==> src/rtl/park_frame_rx.sv <==
// Pulse-width-coded parking-sensor receiver. It conditions the line, times the low and high
// phases in microsecond ticks, and publishes a 9-byte frame only when its checksum byte matches.
module park_frame_rx #(
  parameter int TICK_DIV = 48,
  parameter int BIT_MIN  = 50,
  parameter int BIT_THR  = 150,
  parameter int SYNC_MIN = 800,
  parameter int GAP_MAX  = 500
) (
  input  logic        clk,
  input  logic        rst_n,
  input  logic        park_in,
  output logic [71:0] park_frame,
  output logic        park_vld,
  output logic        frame_ok,
  output logic        frame_err,
  output logic [7:0]  err_cnt,
  output logic [2:0]  dbg_state
);

  localparam int TW = (TICK_DIV > 1) ? $clog2(TICK_DIV) : 1;
  localparam logic [TW-1:0] DIV_LAST = TW'(TICK_DIV - 1);
  localparam logic [11:0] BIT_MIN_W  = 12'(BIT_MIN);
  localparam logic [11:0] BIT_THR_W  = 12'(BIT_THR);
  localparam logic [11:0] SYNC_MIN_W = 12'(SYNC_MIN);
  localparam logic [11:0] GAP_MAX_W  = 12'(GAP_MAX);

  typedef enum logic [2:0] {
    S_IDLE     = 3'd0,
    S_SYNC_LOW = 3'd1,
    S_GAP      = 3'd2,
    S_BIT_LOW  = 3'd3,
    S_CHECK    = 3'd4
  } state_t;

  logic [1:0]    sync_q;
  logic [1:0]    hist_q;
  logic          line_q, line_prev_q;
  logic [TW-1:0] div_q;
  logic [11:0]   width_q;
  state_t        state_q, state_d;
  logic [6:0]    bit_cnt_q, bit_cnt_d;
  logic [71:0]   sr_q, sr_d;
  logic [71:0]   park_frame_q, park_frame_d;
  logic          park_vld_q, park_vld_d;
  logic          frame_ok_q, frame_ok_d;
  logic          frame_err_q, frame_err_d;
  logic [7:0]    err_cnt_q;

  logic          maj, tick, line_edge, fall, rise;
  logic [71:0]   rx_frame;
  logic [7:0]    csum;

  // Majority of the synchronized sample and its two predecessors rejects 1-clk spikes.
  assign maj = (sync_q[1] & hist_q[0]) | (sync_q[1] & hist_q[1]) | (hist_q[0] & hist_q[1]);
  assign tick      = (div_q == DIV_LAST);
  assign line_edge = line_q ^ line_prev_q;
  assign fall      = line_prev_q & ~line_q;
  assign rise      = line_q & ~line_prev_q;

  always_ff @(posedge clk or negedge rst_n) begin
    if (!rst_n) begin
      sync_q      <= 2'b11;
      hist_q      <= 2'b11;
      line_q      <= 1'b1;
      line_prev_q <= 1'b1;
      div_q       <= '0;
      width_q     <= '0;
    end else begin
      sync_q      <= {sync_q[0], park_in};
      hist_q      <= {hist_q[0], sync_q[1]};
      line_q      <= maj;
      line_prev_q <= line_q;
      div_q       <= tick ? '0 : div_q + 1'b1;
      if (line_edge)
        width_q <= '0;
      else if (tick && width_q != 12'hFFF)
        width_q <= width_q + 12'd1;
    end
  end

  // Bytes arrive MSB first with byte 0 first, so the shift register holds byte 0 at its top.
  always_comb begin
    rx_frame = '0;
    for (int k = 0; k < 9; k++)
      rx_frame[8*k +: 8] = sr_q[8*(8-k) +: 8];
    csum = 8'hA5;
    for (int k = 0; k < 8; k++)
      csum = csum ^ rx_frame[8*k +: 8];
  end

  always_comb begin
    state_d      = state_q;
    bit_cnt_d    = bit_cnt_q;
    sr_d         = sr_q;
    park_frame_d = park_frame_q;
    park_vld_d   = park_vld_q;
    frame_ok_d   = 1'b0;
    frame_err_d  = 1'b0;
    case (state_q)
      S_IDLE: begin
        if (fall) state_d = S_SYNC_LOW;
      end
      S_SYNC_LOW: begin
        if (rise) begin
          if (width_q >= SYNC_MIN_W) begin
            state_d   = S_GAP;
            bit_cnt_d = '0;
            sr_d      = '0;
          end else begin
            state_d = S_IDLE;
          end
        end
      end
      S_GAP: begin
        if (fall) begin
          state_d = S_BIT_LOW;
        end else if (width_q >= GAP_MAX_W) begin
          frame_err_d = 1'b1;
          state_d     = S_IDLE;
        end
      end
      S_BIT_LOW: begin
        if (rise) begin
          if (width_q < BIT_MIN_W) begin
            frame_err_d = 1'b1;
            state_d     = S_IDLE;
          end else if (width_q >= SYNC_MIN_W) begin
            // A sync-length pulse mid-frame restarts reception without leaving the frame.
            frame_err_d = 1'b1;
            state_d     = S_GAP;
            bit_cnt_d   = '0;
            sr_d        = '0;
          end else begin
            sr_d      = {sr_q[70:0], (width_q >= BIT_THR_W)};
            bit_cnt_d = bit_cnt_q + 7'd1;
            state_d   = (bit_cnt_q == 7'd71) ? S_CHECK : S_GAP;
          end
        end
      end
      S_CHECK: begin
        state_d = S_IDLE;
        if (rx_frame[71:64] == csum) begin
          park_frame_d = rx_frame;
          park_vld_d   = 1'b1;
          frame_ok_d   = 1'b1;
        end else begin
          frame_err_d = 1'b1;
        end
      end
      default: state_d = S_IDLE;
    endcase
  end

  always_ff @(posedge clk or negedge rst_n) begin
    if (!rst_n) begin
      state_q      <= S_IDLE;
      bit_cnt_q    <= '0;
      sr_q         <= '0;
      park_frame_q <= '0;
      park_vld_q   <= 1'b0;
      frame_ok_q   <= 1'b0;
      frame_err_q  <= 1'b0;
      err_cnt_q    <= '0;
    end else begin
      state_q      <= state_d;
      bit_cnt_q    <= bit_cnt_d;
      sr_q         <= sr_d;
      park_frame_q <= park_frame_d;
      park_vld_q   <= park_vld_d;
      frame_ok_q   <= frame_ok_d;
      frame_err_q  <= frame_err_d;
      if (frame_err_d && err_cnt_q != 8'hFF)
        err_cnt_q <= err_cnt_q + 8'd1;
    end
  end

  assign park_frame = park_frame_q;
  assign park_vld   = park_vld_q;
  assign frame_ok   = frame_ok_q;
  assign frame_err  = frame_err_q;
  assign err_cnt    = err_cnt_q;
  assign dbg_state  = state_q;

endmodule

==> config.mk <==
export PLATFORM = sky130hd
export DESIGN_NAME = park_frame_rx
export DESIGN_NICKNAME = d
export VERILOG_FILES = /design/src/rtl/park_frame_rx.sv
export SDC_FILE = /design/constraint.sdc
export NUM_CORES = 1
export LEC_CHECK = 0
export BUFFER_PORTS_ARGS = -buffer_cell sky130_fd_sc_hd__buf_2
export CAP_MARGIN = 20
export CORE_MARGIN = 2
export CORE_UTILIZATION = 38
export CTS_CLUSTER_DIAMETER = 150
export DETAILED_ROUTE_END_ITERATION = 12
export SLEW_MARGIN = 20
export SYNTH_ARGS = -nofsm -noshare
export SYNTH_HDL_FRONTEND = slang
export SYNTH_SLANG_ARGS = --single-unit
==> constraint.sdc <==
create_clock -name clk -period 3.05 [get_ports clk]
set_input_delay 0.305 -clock clk [delete_from_list [all_inputs] [get_ports clk]]
set_output_delay 0.305 -clock clk [all_outputs]
set_load 0.01 [all_outputs]
Word-level counts from Yosys, hierarchy flattened --
Cells that the tools add are included.
Operators by class: add/subtract/negate cells 4, order comparisons 4, equal/unequal tests 15, muxes and demuxes 34, bitwise logic cells 18, reductions and logical operators 8
Operators by type and width (count):
- 72-bit two-way mux | 5
- 72-bit case mux with 2 select lines | 1
- 8-bit bitwise XOR | 7
- 7-bit two-way mux | 5
- 12-bit two-way mux | 2
- 3-bit two-way mux | 8
- 7-bit case mux with 2 select lines | 1
- 12-bit by 1-bit adder with 12-bit output (second input constant) | 1
- 12-bit by 10-bit greater-or-equal comparator with 1-bit output (second input constant) | 1
- 12-bit by 8-bit greater-or-equal comparator with 1-bit output (second input constant) | 1
- 12-bit by 9-bit greater-or-equal comparator with 1-bit output (second input constant) | 1
- 12-bit by 6-bit < comparator with 1-bit output (second input constant) | 1
- 12-bit != test (second input constant) | 1
- 3-bit case mux with 4 select lines | 1
- 2-bit != test (second input constant) | 5
- 8-bit by 1-bit adder with 8-bit output (second input constant) | 1
- 8-bit == test | 1
- 1-bit two-way mux | 8
- 8-bit != test (second input constant) | 1
- 7-bit by 1-bit adder with 7-bit output (second input constant) | 1
- 7-bit == test (second input constant) | 1
- 6-bit by 1-bit adder with 6-bit output (second input constant) | 1
- 3-bit by 2-bit == test with 1-bit output (second input constant) | 2
- 6-bit == test (second input constant) | 1
- 17 further kinds | 25
Storage, ports and cells: register bits 189, input bits 3, output and inout bits 86, logic and storage cells 97

Logic depth before layout (Yosys ltp) --
depth in word-level cells 12, mapped depth 10, mapped depth without buffers 8

Least setup slack after synthesis --
Ideal clock, no wire load.
kind flip-flop to flip-flop, start register sr_q[44], end register park_frame_q[18] (netlist: park_frame[18]), library setup time 0.125 ns, data arrival time 2.312 ns, data required time 2.925 ns, slack 0.613 ns, cell stages (with the launch flop) 10, path buffers 2, clock period less this slack 2.437 ns, cells stage by stage dfrtp_1 -> xnor2_1 -> xnor3_1 -> xnor2_1 -> nor4_4 -> and2_4 -> nand2_2 -> buf_6 -> buf_6 -> mux2_4
On the way: longest elaborated chain between the ends 7
RTL lines:
- start: declaration | RTL line 43 | logic [71:0] sr_q, sr_d;
- start signal: assignment | RTL line 168 | sr_q <= sr_d;
- 8-bit bitwise XOR (5 in a row) | RTL line 89 | csum = csum ^ rx_frame[8*k +: 8];
- 8-bit == test | RTL line 143 | if (rx_frame[71:64] == csum) begin
- 2-bit AND reduction (no source line)
- end signal: assignment | RTL line 169 | park_frame_q <= park_frame_d;
- end: declaration | RTL line 44 | logic [71:0] park_frame_q, park_frame_d;
Every way passes these cells. A chain may end at the register's enable or synchronous reset.

Final worst setup path --
start register sr_q[44], end register park_frame_q[15] (netlist: park_frame[15])
The elaborated chain is that of the path after synthesis.

==> impl_results.md <==
* Global placement routability congestion at 0.790
* Vias in the first global route at 5404
* Cells along the critical path: xnor2_1 > xnor3_1 > xnor2_1 > nor4_4 > and2_4 > nand2_4 > buf_4 > mux2_1
* Final WS setup at 0.247 ns
* Total track usage at 0.160
* Hold WC Path Type: reg2reg
* Max_cap viols at 0
* First-pass GRT wire length at 30300 um
* Initial antenna violation count at 0
* Final period utilization at 0.919
* TritonCTS Sinks at 189
* Netlist cell types at 52
* Util after Layout at 0.452
* Crit path buf inv count at 1
* Layout Nets at 853
* First-pass DRT Iterations at 4
* Std-Cell Rows at 55
* Most common cell after layout, fill and taps aside: dfrtp_1
* Hold Fails Final Rpt at 0
* Final setup fails at 0
* Startpoint Class: flop
* Post-route ant nets at 0
* Fill cells at 2070
* Leading register cell type out of synthesis: dfrtp_1
* Crit-path leading delay family: XOR/XNOR gates
* Switching power at 0.00114 W
* Largest cells by area after synthesis: dfrtp_1 53%, mux2_4 10%, nand2_1 7.1%
* Worst rel slew slack at 0.359
* Root Buffer: clkbuf_16
* EDFF count, synth at 0
* CTS tree: yes
* Detailed placer's ending HPWL at 12800 um
* Top-level port count at 89
* Avg WL per Cell at 16.2 um
* Switching Share at 0.230
* Worst-margin pin slew at 0.961 ns
* Diode count at 0
* DR DRC count at 0
* Fin crit period at 2.80 ns
* Power density cells at 488 nW/um2
* Clk_lat worst skew at 0.43 ns
* Die area at 24100 um2
* Total global routing overflow at 0
* Yosys warnings at 0
* Syn avg cell area at 11.5 um2
* Die width at 155 um
* Synth Register Bits at 189
* Post-synth ARST share at 1.00
* Final wirelength at 18400 um
* R2R Setup Slk at 0.25 ns
* # resized after CTS at 0
* Share of post-route cells with drive strength above 1 at 0.243
* Achievable Freq at 357 MHz
* Port-buffer cells at 88
* Place WS at 0.270 ns
* Most frequent cells in the layout: 183 x dfrtp_1, 165 x nand2_1, 87 x buf_2, 62 x o21ai_0, 58 x mux2_4
* Cell count after synthesis at 756
* Vias at 5543
* Vias/cell at 4.86
* Pleak at 5.15 nW
* Clk pwr share at 0.468
* CP max-delay cell: dfrtp_1
* Register area share after synthesis at 0.546
* Worst Clk Skew at 0.0141 ns
* Crit path kind: reg2reg
* Critical path's most frequent cell: xnor2_1
* Max Root-Sink Buffers at 2
* Delay of the slowest cell on the worst path at 0.43 ns
* CTS clk-pin slew, worst paths at 0.07 ns
* Setup TNS at 0 ns
* Initial Util at 0.386
* Crit path required time at 3.36 ns
* Core ar. at 22500 um2
* Area leader, netlist: dfrtp_1
* Status: completed
* Clock H-tree levels at 4
* Flop pwr share at 0.511
* Slew Viols, Final at 0
* Total nets after synthesis at 766
* Gate power share at 0.021
* Area Growth Syn to Fin at 17.1%
* RSZ-0062 raised after global routing: no
* Largest net degree at the start of global routing at 95
* Die H at 155 um
* Int Power at 0.00382 W
* Worst vdd ir at 0.000327 V
* Post-DP Area at 9520 um2
* Iter 0 DRT Violations at 311
* Layout Cell Area excl Fill at 10200 um2
* CP endpoint kind: flop
* Cts bufs inserted at 17
* Worst hold slack at 0.357 ns
* Yosys top cell area share at 0.528
* Mapped cell area at 8680 um2
* Critical Path AT at 3.11 ns
* Crit Path Max Fanout at 15
## routing by layer
| layer | part of all wire | vias up | global-route usage |
|---|---|---|---|
| met5 | 0 | - | 0 |
| met4 | 0.0088 | 0 | 0.0384 |
| met3 | 0.044 | 14 | 0.0437 |
| met2 | 0.46 | 87 | 0.245 |
| met1 | 0.49 | 2692 | 0.227 |
| li1 | - | 2750 | - |
## path summary, 6_finish.rpt
| check | startpoint | to | cells after the start |
|---|---|---|---|
| min in group asynchronous | rst_n | park_frame[40] | 2 |
| setup reg to reg | sr_q[44] | park_frame[15] | 8 |
| hold / removal | sync_q[0] | sync_q[1] | 0 |
| hold reg to reg | sync_q[0] | sync_q[1] | 0 |
| max in group asynchronous | rst_n | park_frame[30] | 3 |
| setup / recovery | sr_q[44] | park_frame[15] | 8 |
## power by group through the flow
stage               combinational, W  clock, W  sequential, W
floorplan                  0.0000390         0        0.00258
global route                0.000123   0.00248        0.00254
global placement            0.000107         0        0.00258
detailed placement          0.000107         0        0.00259
CTS                         0.000110   0.00237        0.00254
finish                      0.000105   0.00232        0.00254
## cells in the mapped netlist, drive strengths merged, types with 8 or more instances
master,n
a21oi,8
and2,16
buf,17
clkbuf,21
dfrtp,183
mux2,75
nand2,166
nand3,16
nor2,10
o21ai,87
xnor2,45
xnor3,8
xor2,18
## metrics by stage
step | std cells | total power (W)
after floorplan | 756 | 0.00261
after global placement | 1107 | 0.00269
after detailed placement | 1107 | 0.00269
after CTS | 1141 | 0.00502
after global routing | 1141 | 0.00514
final | 1141 | 0.00496
## flip-flops by register name (all words and copies together), names as in the netlist, 2 cells and up
register,count
bit_cnt_q,7
dbg_state,3
div_q,6
err_cnt,8
hist_q,2
park_frame,72
sr_q,72
sync_q,2
width_q,12
## area by class of cell
cell class | instances | area [um2] | share of cell area
Timing Repair Buffer | 106 | 689 | 0.0678
Clock buffer | 19 | 443 | 0.0436
Inverter | 7 | 26.3 | 0.00259
Sequential cell | 189 | 4740 | 0.466
Tap cell | 285 | 357 | 0.0351
Multi-Input combinational cell | 522 | 3730 | 0.367
Clock inverter | 13 | 176 | 0.0174
## worst register-to-register path: cells and delay by family (launching register included)
family	cells	cell delay, ns
XOR/XNOR	3	0.84
AND/OR/NAND/NOR	3	0.82
flip-flops	1	0.43
multiplexers	1	0.34
buffers and inverters	1	0.27
## logic make-up (layout without fill, tap and decap cells)
family                     count (synthesis)  count (layout)  synth area share
and+or+nand+nor                          245             245             0.128
DFF                                      189             189             0.546
AOI/OAI and AO/OA                        122             122            0.0800
muxes                                     76              76             0.124
xor gates and xnor gates                  71              71            0.0843
buffers and inverters                     45             145            0.0270
adders and majority gates                  8               8            0.0112
## timing repair
action                     4_1_cts  5_1_grt
hold endpoints to repair        57        0
buffers inserted                 0        0
hold buffers                     2        0
setup endpoints to repair        0        0
No activity file was read; power rests on OpenSTA's default activity.
